===== src/rtl/uart_pkg.sv =====
// Shared UART definitions: FSM state encoding and default frame/baud settings.
// The receive side will import this package as well.
package uart_pkg;

  typedef enum logic [1:0] {
    IDLE  = 2'd0,
    START = 2'd1,
    DATA  = 2'd2,
    STOP  = 2'd3
  } tx_state_e;

  localparam int UART_DATA_W               = 8;
  localparam int UART_CLKS_PER_BIT_DEFAULT = 868;   // 100 MHz / 115200

  // Counter width for a divider of n cycles; never narrower than one bit.
  function automatic int cnt_width(input int n);
    return (n > 2) ? $clog2(n) : 1;
  endfunction

endpackage


===== src/rtl/module_uart_tx_if.sv =====
// Byte-in / serial-out bundle between the data-select mux, the control
// register logic and the transmit serializer.
interface module_uart_tx_if #(
  parameter int DATA_W = 8
);
  logic [DATA_W-1:0] data_i;   // byte to send, from the data-select mux
  logic              send_i;   // send request, level or pulse
  logic              tx_o;     // serial line, idles high
  logic              busy_o;   // frame in progress
  logic              done_o;   // one-cycle completion pulse

  // Requester side: supplies the byte and request, watches status.
  modport master (
    output data_i, send_i,
    input  tx_o, busy_o, done_o
  );

  // Serializer side.
  modport slave (
    input  data_i, send_i,
    output tx_o, busy_o, done_o
  );
endinterface


===== src/rtl/module_uart_baud_tick.sv =====
// Bit-period divider: counts clock cycles and flags the last cycle of each
// serial bit. The counter wraps by itself after the tick and can be held at
// zero with clr_i so a new bit period always starts from a clean count.
module module_uart_baud_tick #(
  parameter int CLKS_PER_BIT = 868
) (
  input  logic clk_i,
  input  logic rst_n_i,
  input  logic clr_i,
  output logic tick_o
);

  localparam int CNT_W = (CLKS_PER_BIT > 2) ? $clog2(CLKS_PER_BIT) : 1;
  localparam logic [CNT_W-1:0] CNT_LAST = CNT_W'(CLKS_PER_BIT - 1);

  logic [CNT_W-1:0] cnt;

  // Last cycle of the current bit period.
  assign tick_o = (cnt == CNT_LAST);

  // Count up, returning to zero on reset, explicit clear or end of period.
  always_ff @(posedge clk_i) begin
    if (!rst_n_i || clr_i || tick_o) cnt <= '0;
    else                             cnt <= cnt + 1'b1;
  end

endmodule


===== src/rtl/module_uart_tx.sv =====
// UART 8N1 transmit serializer. A send request seen in IDLE latches the
// byte and emits start bit, 8 data bits LSB-first, and stop bit on tx_o,
// each held CLKS_PER_BIT cycles. busy_o covers the frame; done_o pulses on
// the first IDLE cycle afterwards. Requests during a frame are dropped.
module module_uart_tx
  import uart_pkg::*;
#(
  parameter int CLKS_PER_BIT = UART_CLKS_PER_BIT_DEFAULT,
  parameter int DATA_W       = UART_DATA_W
) (
  input  logic              clk_i,
  input  logic              rst_n_i,
  module_uart_tx_if.slave   bus
);

  // Refuse to elaborate an unusable divider or an unsupported frame width.
  if (CLKS_PER_BIT < 2) begin : g_bad_cpb
    $error("module_uart_tx: CLKS_PER_BIT must be >= 2");
  end
  if (DATA_W != 8) begin : g_bad_dw
    $error("module_uart_tx: DATA_W must be 8");
  end

  localparam logic [2:0] LAST_BIT = 3'(DATA_W - 1);

  tx_state_e         state;
  logic [DATA_W-1:0] shreg;
  logic [2:0]        bit_idx;
  logic              tx;
  logic              busy;
  logic              done;
  logic              tick;
  logic              baud_clr;

  // The divider is held cleared while idle so START always begins at
  // count zero; every later state change happens on a tick, where the
  // divider has just wrapped to zero on its own.
  assign baud_clr = (state == IDLE);

  module_uart_baud_tick #(
    .CLKS_PER_BIT (CLKS_PER_BIT)
  ) u_baud (
    .clk_i   (clk_i),
    .rst_n_i (rst_n_i),
    .clr_i   (baud_clr),
    .tick_o  (tick)
  );

  // Frame sequencer; every output is a register updated here.
  always_ff @(posedge clk_i) begin
    if (!rst_n_i) begin
      state   <= IDLE;
      shreg   <= '0;
      bit_idx <= '0;
      tx      <= 1'b1;
      busy    <= 1'b0;
      done    <= 1'b0;
    end else begin
      done <= 1'b0;
      case (state)
        IDLE: begin
          if (bus.send_i) begin
            shreg   <= bus.data_i;
            bit_idx <= '0;
            tx      <= 1'b0;
            busy    <= 1'b1;
            state   <= START;
          end
        end
        START: begin
          if (tick) begin
            tx    <= shreg[0];
            state <= DATA;
          end
        end
        DATA: begin
          if (tick) begin
            if (bit_idx == LAST_BIT) begin
              bit_idx <= '0;
              tx      <= 1'b1;
              state   <= STOP;
            end else begin
              // Present the next bit while shifting it into position 0.
              shreg   <= shreg >> 1;
              bit_idx <= bit_idx + 3'd1;
              tx      <= shreg[1];
            end
          end
        end
        STOP: begin
          if (tick) begin
            busy  <= 1'b0;
            done  <= 1'b1;
            state <= IDLE;
          end
        end
        default: state <= IDLE;
      endcase
    end
  end

  assign bus.tx_o   = tx;
  assign bus.busy_o = busy;
  assign bus.done_o = done;

endmodule


===== src/flat_wrapper.sv =====
// flat-port wrapper written by rule: the top's interface ports become plain ports
module module_uart_tx_flat import uart_pkg::*;
#(
  parameter int CLKS_PER_BIT = UART_CLKS_PER_BIT_DEFAULT,
  parameter int DATA_W       = UART_DATA_W
)
  (clk_i, rst_n_i, bus_data_i, bus_send_i, bus_tx_o, bus_busy_o, bus_done_o);
  module_uart_tx_if #(.DATA_W(DATA_W)) bus_i ();
  input  logic clk_i;
  input  logic rst_n_i;
  input wire logic [$bits(bus_i.data_i)-1:0] bus_data_i;
  input wire logic [$bits(bus_i.send_i)-1:0] bus_send_i;
  output wire logic [$bits(bus_i.tx_o)-1:0] bus_tx_o;
  output wire logic [$bits(bus_i.busy_o)-1:0] bus_busy_o;
  output wire logic [$bits(bus_i.done_o)-1:0] bus_done_o;
  assign bus_i.data_i = bus_data_i;
  assign bus_i.send_i = bus_send_i;
  assign bus_tx_o = bus_i.tx_o;
  assign bus_busy_o = bus_i.busy_o;
  assign bus_done_o = bus_i.done_o;
  module_uart_tx #(.CLKS_PER_BIT(CLKS_PER_BIT), .DATA_W(DATA_W)) u_core (.clk_i(clk_i), .rst_n_i(rst_n_i), .bus(bus_i));
endmodule

===== config.mk =====
export PLATFORM = sky130hd
export DESIGN_NAME = module_uart_tx_flat
export DESIGN_NICKNAME = d
export VERILOG_FILES = /design/src/rtl/uart_pkg.sv /design/src/rtl/module_uart_tx_if.sv /design/src/rtl/module_uart_baud_tick.sv /design/src/rtl/module_uart_tx.sv /design/src/flat_wrapper.sv
export SDC_FILE = /design/constraint.sdc
export NUM_CORES = 1
export LEC_CHECK = 0
export ABC_AREA = 1
export BUFFER_PORTS_ARGS = -buffer_cell sky130_fd_sc_hd__buf_2
export CAP_MARGIN = 5
export CORE_ASPECT_RATIO = 0.9
export CORE_UTILIZATION = 40
export CTS_CLUSTER_DIAMETER = 50
export DETAILED_ROUTE_END_ITERATION = 8
export SLEW_MARGIN = 20
export SYNTH_ARGS = -nofsm -noshare
export SYNTH_HDL_FRONTEND = slang
export SYNTH_SLANG_ARGS = --single-unit

===== constraint.sdc =====
create_clock -name clk_i -period 1.7 [get_ports clk_i]
set_input_delay 0.34 -clock clk_i [delete_from_list [all_inputs] [get_ports clk_i]]
set_output_delay 0.34 -clock clk_i [all_outputs]
set_load 0.01 [all_outputs]

==> impl_metrics.csv, run 1 <==
group,metric,value,unit
drt,drt_iter0_drc,65,
critical_path,reg2reg_from,"u_core.u_baud.cnt[0]",
worst_hold_path,holdPathStages,3,
sta,slew_violations,0,
global_routing,groute.usage.overall,0.1525,
pwr,leakage,0.7324,nW
global_routing,grt_pass1_vias,1066,
clock_network,cts.path.max_buffers,2,
yosys,synth_area,0.001351,mm²
critical_path,critPathTopFamily,"simple AND/OR/NAND/NOR gates",
yosys,synthFlopType,"dfxtp_1",
floorplan,coreArea,0.003138,mm²
global_routing,overflow,0,
flow_run,cap_violations,0,
critical_path,path_class,"reg2reg",
worst_hold_path,hp-start,"bus_data_i[7]",
critical_path,reg2reg_to,"u_core.shreg[7]",
yosys,synthTopCellsByCount,"nand2_1 (45), nor2_1 (37), dfxtp_1 (26), inv_1 (23)",
sta,fmaxAchievable,645.2,MHz
yosys,syn_inst,192,
drt,wire_per_inst,9.948,µm
final_layout,area_delta_synth_final,13.89,%
clock_network,clock_sinks,26,
final_layout,stdcell_count,249,
global_routing,grt_max_degree,17,
worst_hold_path,min_path_type,"in2reg",
critical_path,crit_slowest_cell,"dfxtp_1",
sta,tightest_slew,406.0,ps
sta,hold_viol,0,
sta,skew,1.306,ps
sta,finalCritPeriodShare,0.9117,
worst_hold_path,hold_path_end,"u_core.shreg[7]",
final_layout,drive_gt1_frac,0.1594,
critical_path,worstPathArrival,1720,ps
clock_network,clk_latency,270,ps
pwr,power,2.082,mW
critical_path,cpMostUsedCell,"nand3_4",
yosys,avgSynthCellArea,7.038,µm²
sta,slew_headroom,0.7286,
pwr,vdd_drop_max,696.5,µV
drt,drc,0,
critical_path,cp_num_buf_inv,0,
critical_path,ff2ff_path_depth,8,
critical_path,rrSetupSlack,150,ps
floorplan,die_h,57.14,µm
yosys,async_flop_share,0,
final_layout,diodes,0,
yosys,synth_edf_count,0,
drt,postRouteAntennaNets,0,
yosys,synth_cell_types,25,
yosys,synth-compound-area-share,0.06759,
clock_network,post-cts-setup-buffers,0,
global_routing,grt_pass1_wl,4.422,mm
global_routing,antenna_found_initial,0,
status,status,"finished, final reports clean",
critical_path,cp.required,1870,ps
place,portBuffers,13,
yosys,synthTopCellsByArea,"dfxtp_1 (39%), nand2_1 (13%), nor2_1 (10%)",
place,gp_congestion,0.7614,
yosys,synth_top_family_by_area,"simple AND/OR/NAND/NOR gates",
drt,drt_wl_total,2.477,mm
critical_path,crit_path_start_kind,"flop",
drt,drt-pass1-iter-count,4,
critical_path,critPathMaxFanout,16,
place,detailed_place_hpwl,1.796,mm
yosys,synth_most_common_cell,"nand2_1",
yosys,seq_area_frac_synth,0.3852,
sta,period_minus_slack,1550,ps
yosys,synthAdderAreaFrac,0.06481,
final_layout,nets,226,
yosys,synth-simple-area-share,0.3676,
yosys,synth_top_area_share,0.3852,
floorplan,rows,19,
clock_network,cts_tree,"yes",
yosys,muxShareOfSynthArea,0,
critical_path,cpPeakStageDelay,370,ps
floorplan,start_util,0.4306,
final_layout,finish.utilization,0.4904,
yosys,syn_nets,210,
drt,num_vias,1142,
critical_path,crit_chain,"ha_1 -> nand2_1 -> nor2_2 -> nand3_4 -> nand2_4 -> nand3_4 -> a21oi_1 -> nor2_1",
yosys,yosysWarningCount,0,
sta,setup_violations,0,
clock_network,cts_buffers,3,
clock_network,htreeDepth,1,
final_layout,num-fill-cells,336,
place,place_inst,245,
yosys,synthDominantAreaCellType,"dfxtp_1",
pwr,powerDensity,1353,mW/mm²
clock_network,clk_pin_slew,80,ps
critical_path,worstSetupEndpointType,"flop",
yosys,synth_xor_area_frac,0.02593,
yosys,synth_seq_cells,26,
floorplan,die_width,63.27,µm
drt,via_per_inst,4.586,
clock_network,root_buffer,"clkbuf_8",
floorplan,io_pins,14,
floorplan,dieArea,0.003615,mm²
==> kinds of logic after synthesis <==
logic type               Yosys count
AND/OR/NAND/NOR                  109
flip-flops                        26
AO/OA/AOI/OAI                     17
XOR/XNOR                           4
buffers and inverters             29
adder cells (fa/ha/maj)            7
==> through the flow <==
step	hold WS [ps]	TNS, ps	instance area, µm²	setup slack, ps
finish	324.5	0	1539	150.2
global route	353.2	-22.72	1539	-22.72
CTS	304.7	0	1516	77.57
detailed placement	446.7	0	1461	99.83
global placement	427.5	0	1461	148.5
floorplan	417.9	0	1351	184.1
==> layout by cell type (no fill, tap or decap), types with 3 or more instances in the layout <==
cell       n
nand4_1    5
nand2_2    3
inv_1     23
buf_4      3
clkbuf_8   4
nor2_1    37
nand2_1   45
a21oi_1    5
o21ai_0    8
nand3_1    8
xor2_1     3
dfxtp_1   25
buf_2     13
ha_1       5
nor3b_1    4
==> report_power, final <==
part	total, mW	internal [mW]	switching (mW)
Sequential	0.801	0.736	0.0643
Combinational	0.890	0.335	0.556
Clock	0.391	0.207	0.184
==> worst max-delay path by stage <==
stage                         start         endpoint  slack (ps)  depth (start not counted)
2_1_floorplan       u_core.state[0]  u_core.shreg[7]         180                          9
3_3_place_gp        u_core.state[0]  u_core.shreg[7]         150                          7
3_5_place_dp        u_core.state[0]  u_core.shreg[7]         100                          7
4_1_cts             u_core.state[0]  u_core.shreg[7]          80                          7
5_1_grt             u_core.state[1]  u_core.state[0]         -20                         10
6_report       u_core.u_baud.cnt[0]  u_core.shreg[7]         150                          8
==> timing repair <==
item,4_1_cts,5_1_grt
setup endpoints to repair,0,11
gates resized for setup,0,7
hold buffers,0,0
==> layer usage <==
| metal | wire length, µm | GRT usage | vias up |
|---|---|---|---|
| met2 | 1133 | 0.2627 | 18 |
| met4 | 10 | 0.04221 | 0 |
| li1 | - | - | 628 |
| met3 | 86 | 0.04200 | 3 |
| met5 | 0 | 0 | - |
| met1 | 1247 | 0.1877 | 493 |
==> flip-flops by register name (all words and copies together), names as in the netlist <==
signal / flops
u_core.bus.busy_o: 1
u_core.state: 2
u_core.bus.tx_o: 1
u_core.shreg: 8
u_core.u_baud.cnt: 10
u_core.bit_idx: 3
u_core.bus.done_o: 1
==> worst reg2reg max path, cell delays in order, from the launching register on <==
cell and delay [ps]:
dfxtp_1 370, ha_1 210, nand2_1 80, nor2_2 120, nand3_4 140, nand2_4 120
nand3_4 170, a21oi_1 190, nor2_1 60
==> layout make-up <==
class / instances / area, µm² / share of cell area
Sequential cell: 26 / 521.8 / 0.3390
Tap cell: 42 / 52.55 / 0.03415
Inverter: 24 / 90.09 / 0.05854
Multi-Input combinational cell: 137 / 732.0 / 0.4756
Clock buffer: 4 / 55.05 / 0.03577
Timing Repair Buffer: 16 / 87.58 / 0.05691
Power figures use the tool's default switching activity.
==> run 2, diff against run 1 <==
--- a/config.mk
+++ b/config.mk
@@ -8,8 +8,8 @@
 export ABC_AREA = 1
 export BUFFER_PORTS_ARGS = -buffer_cell sky130_fd_sc_hd__buf_2
 export CAP_MARGIN = 5
-export CORE_ASPECT_RATIO = 0.9
-export CORE_UTILIZATION = 40
+export CORE_ASPECT_RATIO = 1.75
+export CORE_UTILIZATION = 30
 export CTS_CLUSTER_DIAMETER = 50
 export DETAILED_ROUTE_END_ITERATION = 8
 export SLEW_MARGIN = 20
==> run 2 against run 1 <==
- flip-flop and latch count stayed put
- critical endpoint unchanged
- largest cell class unchanged
- sequential power hardly changed
- non-clock buffer count is 1 higher
- highest routed layer unchanged
- first-iteration DRC count is 71% lower
- utilization is 14 points lower
- sequential share of layout area is 0.054 points higher
- worst hold slack worse by 26 ps
- largest power group unchanged
- global-route usage is 2.7 points lower
==> impl_metrics.csv, run 2 (synthesized netlist as in run 1, its figures left out) <==
group,metric,value,unit
final_layout,layout_common_cells,"nand2_1 (45), nor2_1 (37), dfxtp_1 (24), inv_1 (23), buf_2 (13)",
pwr,vdd_drop_max,648.5,µV
worst_hold_path,hp-start,"bus_data_i[7]",
pwr,leakage,0.7384,nW
drt,via_per_inst,4.429,
pwr,power,2.087,mW
floorplan,die_width,52.74,µm
floorplan,die_h,90.79,µm
clock_network,cts_buffers,3,
global_routing,overflow,0,
clock_network,cts_tree,"yes",
floorplan,io_pins,14,
final_layout,nets,227,
clock_network,clock_sinks,26,
drt,wire_per_inst,10.12,µm
place,gp_congestion,0.7578,
place,place_inst,255,
sta,slew_violations,0,
clock_network,cts.path.max_buffers,2,
clock_network,clk_pin_slew,100,ps
critical_path,critPathMaxFanout,16,
clock_network,ctsHoldBuffers,0,
clock_network,htreeDepth,1,
critical_path,cp.required,1880,ps
final_layout,area_delta_synth_final,13.98,%
final_layout,stdcell_count,259,
sta,setup_violations,0,
critical_path,crit_path_start_kind,"flop",
sta,tns,0,ps
floorplan,start_util,0.3096,
final_layout,top_register,"u_core.u_baud.cnt",
drt,drt_iter0_drc,19,
final_layout,diodes,0,
drt,drt-pass1-iter-count,4,
critical_path,cp_num_buf_inv,0,
sta,whs,298.2,ps
final_layout,layout_commonest_cell,"nand2_1",
floorplan,dieArea,0.004788,mm²
sta,fmaxAchievable,645.0,MHz
place,pre_cts_slack,137.3,ps
drt,num_vias,1147,
critical_path,path_class,"reg2reg",
critical_path,rrSetupSlack,150,ps
status,status,"finished, final reports clean",
critical_path,endpoint,"u_core.shreg[7]",
critical_path,crit_slowest_cell,"dfxtp_1",
pwr,powerDensity,1355,mW/mm²
final_layout,largest_register_ffs,10,
sta,worst_slack,149.7,ps
final_layout,num-fill-cells,478,
sta,rsz0062_at_grt,"false",
global_routing,grt_pass1_wl,4.705,mm
clock_network,clk_latency,270,ps
floorplan,rows,32,
critical_path,startpoint,"u_core.bit_idx[0]",
critical_path,worstPathArrival,1730,ps
critical_path,reg2reg_to,"u_core.shreg[7]",
clock_network,root_buffer,"clkbuf_8",
place,detailed_place_hpwl,2.039,mm
sta,slew_headroom,0.7376,
sta,period_minus_slack,1550,ps
final_layout,drive_gt1_frac,0.1538,
sta,skew,8.099,ps
flow_run,cap_violations,0,
sta,hold_viol,0,
place,portBuffers,13,
drt,drc,0,
drt,postRouteAntennaNets,0,
sta,finalCritPeriodShare,0.9120,
worst_hold_path,min_path_type,"in2reg",
critical_path,critPathTopFamily,"adder cells",
critical_path,cpPeakStageDelay,340,ps
global_routing,antenna_found_initial,0,
drt,drt_wl_total,2.622,mm
critical_path,crit_chain,"ha_1 -> ha_1 -> a21oi_1 -> nand3_4 -> a21oi_1 -> nor2_1",
critical_path,cp.depth,6,
global_routing,grt_pass1_vias,1107,
final_layout,reg_top3,"u_core.u_baud.cnt x10, u_core.shreg x8, u_core.bit_idx x3",
critical_path,reg2reg_from,"u_core.bit_idx[0]",
floorplan,coreArea,0.004364,mm²
critical_path,worstSetupEndpointType,"flop",
global_routing,grt_max_degree,17,
critical_path,ff2ff_path_depth,6,
global_routing,groute.usage.overall,0.1259,
sta,tightest_slew,392.4,ps
[run 2: cell types whose count changed in the layout (fill, tap and decap cells not counted), sizes merged]
cell	before	now
buf	16	17
[run 2: layout make-up]
class                   instances  area (µm²)  area share
inverters                      24       90.09     0.05849
flip-flops and latches         26       523.0      0.3396
well taps                      51       63.81     0.04143
multi-input cells             137       713.2      0.4630
clock buffers                   4       55.05     0.03574
repair buffers                 17       95.09     0.06174
[run 2: worst min-delay path by stage]
stage	to	slack (ps)	cells after the start
final	u_core.shreg[7]	300	3
after global routing	u_core.shreg[7]	300	3
after CTS	u_core.shreg[7]	300	3
after detailed placement	u_core.u_baud.cnt[0]	440	1
after global placement	u_core.u_baud.cnt[0]	430	1
after floorplan	u_core.u_baud.cnt[0]	420	1
[run 2: through the flow]
stage	util	cell area (µm²)
2_1_floorplan	-	1351
3_3_place_gp	0.3392	1480
3_5_place_dp	0.3392	1480
4_1_cts	0.3518	1535
5_1_grt	0.3529	1540
6_report	0.3529	1540
[run 2: report_power, final]
part / internal, mW / switching [mW] / leakage (nW) / total [mW]
clock: 0.207 / 0.200 / 0.0288 / 0.407
combinational: 0.333 / 0.547 / 0.496 / 0.881
sequential: 0.738 / 0.0615 / 0.213 / 0.799
[run 2: timing repair]
action                                  CTS  global route
endpoints found under the setup margin    0             4
setup buffers                             0             0
gates resized for setup                   0             4
[run 2: worst min-delay path, stage by stage]
cell	delay (ps)
buf_2	70
a21oi_1	50
nor2_1	70
[run 2: layer usage]
metal	share of wire	track usage	vias up
met5	0	0	-
met4	0.0095	0.03289	0
met3	0.026	0.01684	4
met2	0.55	0.2342	14
met1	0.41	0.1408	498
li1	-	-	631
==> run 3, diff against run 2 <==
--- a/config.mk
+++ b/config.mk
@@ -6,12 +6,13 @@
 export NUM_CORES = 1
 export LEC_CHECK = 0
 export ABC_AREA = 1
-export BUFFER_PORTS_ARGS = -buffer_cell sky130_fd_sc_hd__buf_2
 export CAP_MARGIN = 5
 export CORE_ASPECT_RATIO = 1.75
 export CORE_UTILIZATION = 30
 export CTS_CLUSTER_DIAMETER = 50
 export DETAILED_ROUTE_END_ITERATION = 8
+export DONT_BUFFER_PORTS = 1
+export GPL_ROUTABILITY_DRIVEN = 0
 export SLEW_MARGIN = 20
 export SYNTH_ARGS = -nofsm -noshare
 export SYNTH_HDL_FRONTEND = slang
==> run 3 against run 2 <==
- flip-flop and latch count did not move
- utilization fell by 1.3 points
- die area did not move
- via count fell by 2.4%
- wire length fell by 5.6%
- highest routed layer unchanged
- worst setup slack improved by 20 ps
- final cell count fell by 5.4%
==> impl_metrics.csv, run 3 (synthesized netlist as in run 1, its figures left out) <==
group,metric,value,unit
place,portBuffers,0,
final_layout,layout_common_cells,"nand2_1 (45), nor2_1 (37), dfxtp_1 (25), inv_1 (23)",
clock_network,clk_pin_slew,90,ps
critical_path,crit_path_start_kind,"flop",
critical_path,path_class,"reg2reg",
drt,drc,0,
final_layout,top_register,"u_core.u_baud.cnt",
global_routing,overflow,0,
clock_network,ctsHoldBuffers,0,
critical_path,crit_chain,"ha_1 -> ha_1 -> a21oi_1 -> nand3_4 -> a21oi_1 -> nor2_1",
floorplan,coreArea,0.004364,mm²
sta,finalCritPeriodShare,0.9000,
sta,skew,3.667,ps
clock_network,root_buffer,"clkbuf_8",
pwr,power,2.167,mW
sta,slew_headroom,0.7210,
critical_path,crit_slowest_cell,"dfxtp_1",
floorplan,dieArea,0.004788,mm²
sta,period_minus_slack,1530,ps
drt,drt-pass1-iter-count,4,
drt,via_per_inst,4.567,
final_layout,nets,213,
drt,postRouteAntennaNets,0,
clock_network,clock_sinks,26,
status,status,"finished, final reports clean",
sta,rsz0062_at_grt,"false",
final_layout,finish.utilization,0.3403,
final_layout,drive_gt1_frac,0.09278,
drt,wire_per_inst,10.10,µm
critical_path,cpPeakStageDelay,330,ps
clock_network,post-cts-setup-buffers,0,
clock_network,cts_tree,"yes",
floorplan,rows,32,
global_routing,antenna_found_initial,0,
clock_network,cts_resized,0,
clock_network,cts_buffers,3,
sta,slew_violations,0,
global_routing,groute.usage.overall,0.1220,
final_layout,reg_top3,"u_core.u_baud.cnt x10, u_core.shreg x8, u_core.bit_idx x3",
pwr,powerDensity,1459,mW/mm²
sta,hold_viol,0,
sta,tightest_slew,417.3,ps
floorplan,io_pins,14,
clock_network,clk_latency,270,ps
worst_hold_path,min_path_type,"in2reg",
global_routing,grt_pass1_wl,4.498,mm
critical_path,worstSetupEndpointType,"flop",
global_routing,grt_pass1_vias,1111,
final_layout,layout_commonest_cell,"nand2_1",
critical_path,cp.required,1870,ps
clock_network,htreeDepth,1,
clock_network,cts.path.max_buffers,2,
sta,setup_violations,0,
sta,whs,155.0,ps
worst_hold_path,hp-start,"rst_n_i",
pwr,leakage,0.6857,nW
floorplan,die_width,52.74,µm
critical_path,reg2reg_from,"u_core.bit_idx[0]",
final_layout,largest_register_ffs,10,
global_routing,grt_max_degree,17,
sta,tns,0,ps
final_layout,num-fill-cells,468,
drt,drt_wl_total,2.475,mm
critical_path,critPathMaxFanout,16,
critical_path,worstPathArrival,1700,ps
final_layout,area_delta_synth_final,9.907,%
place,detailed_place_hpwl,1.900,mm
critical_path,startpoint,"u_core.bit_idx[0]",
drt,num_vias,1119,
floorplan,start_util,0.3096,
sta,fmaxAchievable,653.6,MHz
pwr,vdd_drop_max,1033,µV
final_layout,diodes,0,
drt,drt_iter0_drc,24,
floorplan,die_h,90.79,µm
flow_run,cap_violations,0,
[run 3: cell types whose count changed in the layout (fill, tap and decap cells not counted)]
cell	delta
dfxtp_2	-1
ha_1	-1
buf_2	-13
buf_4	-1
clkbuf_8	-1
a21boi_1	-1
dfxtp_1	+1
ha_2	+1
bufinv_16	+1
a21boi_0	+1
[run 3: critical path: cells and delay by family (launching register included)]
| kind | cells | cell delay, ps |
|---|---|---|
| AO/OA/AOI/OAI | 2 | 420 |
| adder cells (fa/ha/maj) | 2 | 420 |
| flip-flops | 1 | 330 |
| AND/OR/NAND/NOR | 2 | 260 |
[run 3: cell type report]
cell class / instances / area [µm²] / area share
multi-input combinational: 137 / 715.7 / 0.4819
tap: 51 / 63.81 / 0.04297
inverter: 24 / 90.09 / 0.06066
clock inverter: 1 / 30.03 / 0.02022
sequential: 26 / 521.8 / 0.3513
timing repair buffer: 3 / 22.52 / 0.01516
clock buffer: 3 / 41.29 / 0.02780
[run 3: per-stage QoR]
stage               cell area (µm²)  instances  setup WS, ps
global route                   1485        245         6.779
global placement               1408        241         158.0
detailed placement             1408        241         128.9
finish                         1485        245         170.0
floorplan                      1351        192         184.1
CTS                            1479        245         116.5
[run 3: worst paths after layout]
path,to,cells after the start,slack [ps]
setup / recovery,u_core.shreg[7],6,170
hold / removal,u_core.bus.tx_o,1,150
setup reg to reg,u_core.shreg[7],6,170
hold reg to reg,u_core.u_baud.cnt[0],1,450
[run 3: power breakdown]
part | switching (mW) | internal, mW | total (mW)
clock network | 0.200 | 0.315 | 0.515
logic | 0.525 | 0.315 | 0.840
registers | 0.0754 | 0.736 | 0.812
total | 0.800 | 1.37 | 2.17
[run 3: metal layers]
layer  part of all wire  up-vias  GRT usage
li1                   -      601          -
met1               0.42      498     0.1214
met2               0.54       16     0.2373
met3              0.034        4    0.01347
met4              0.012        0    0.04605
met5                  0        -          0
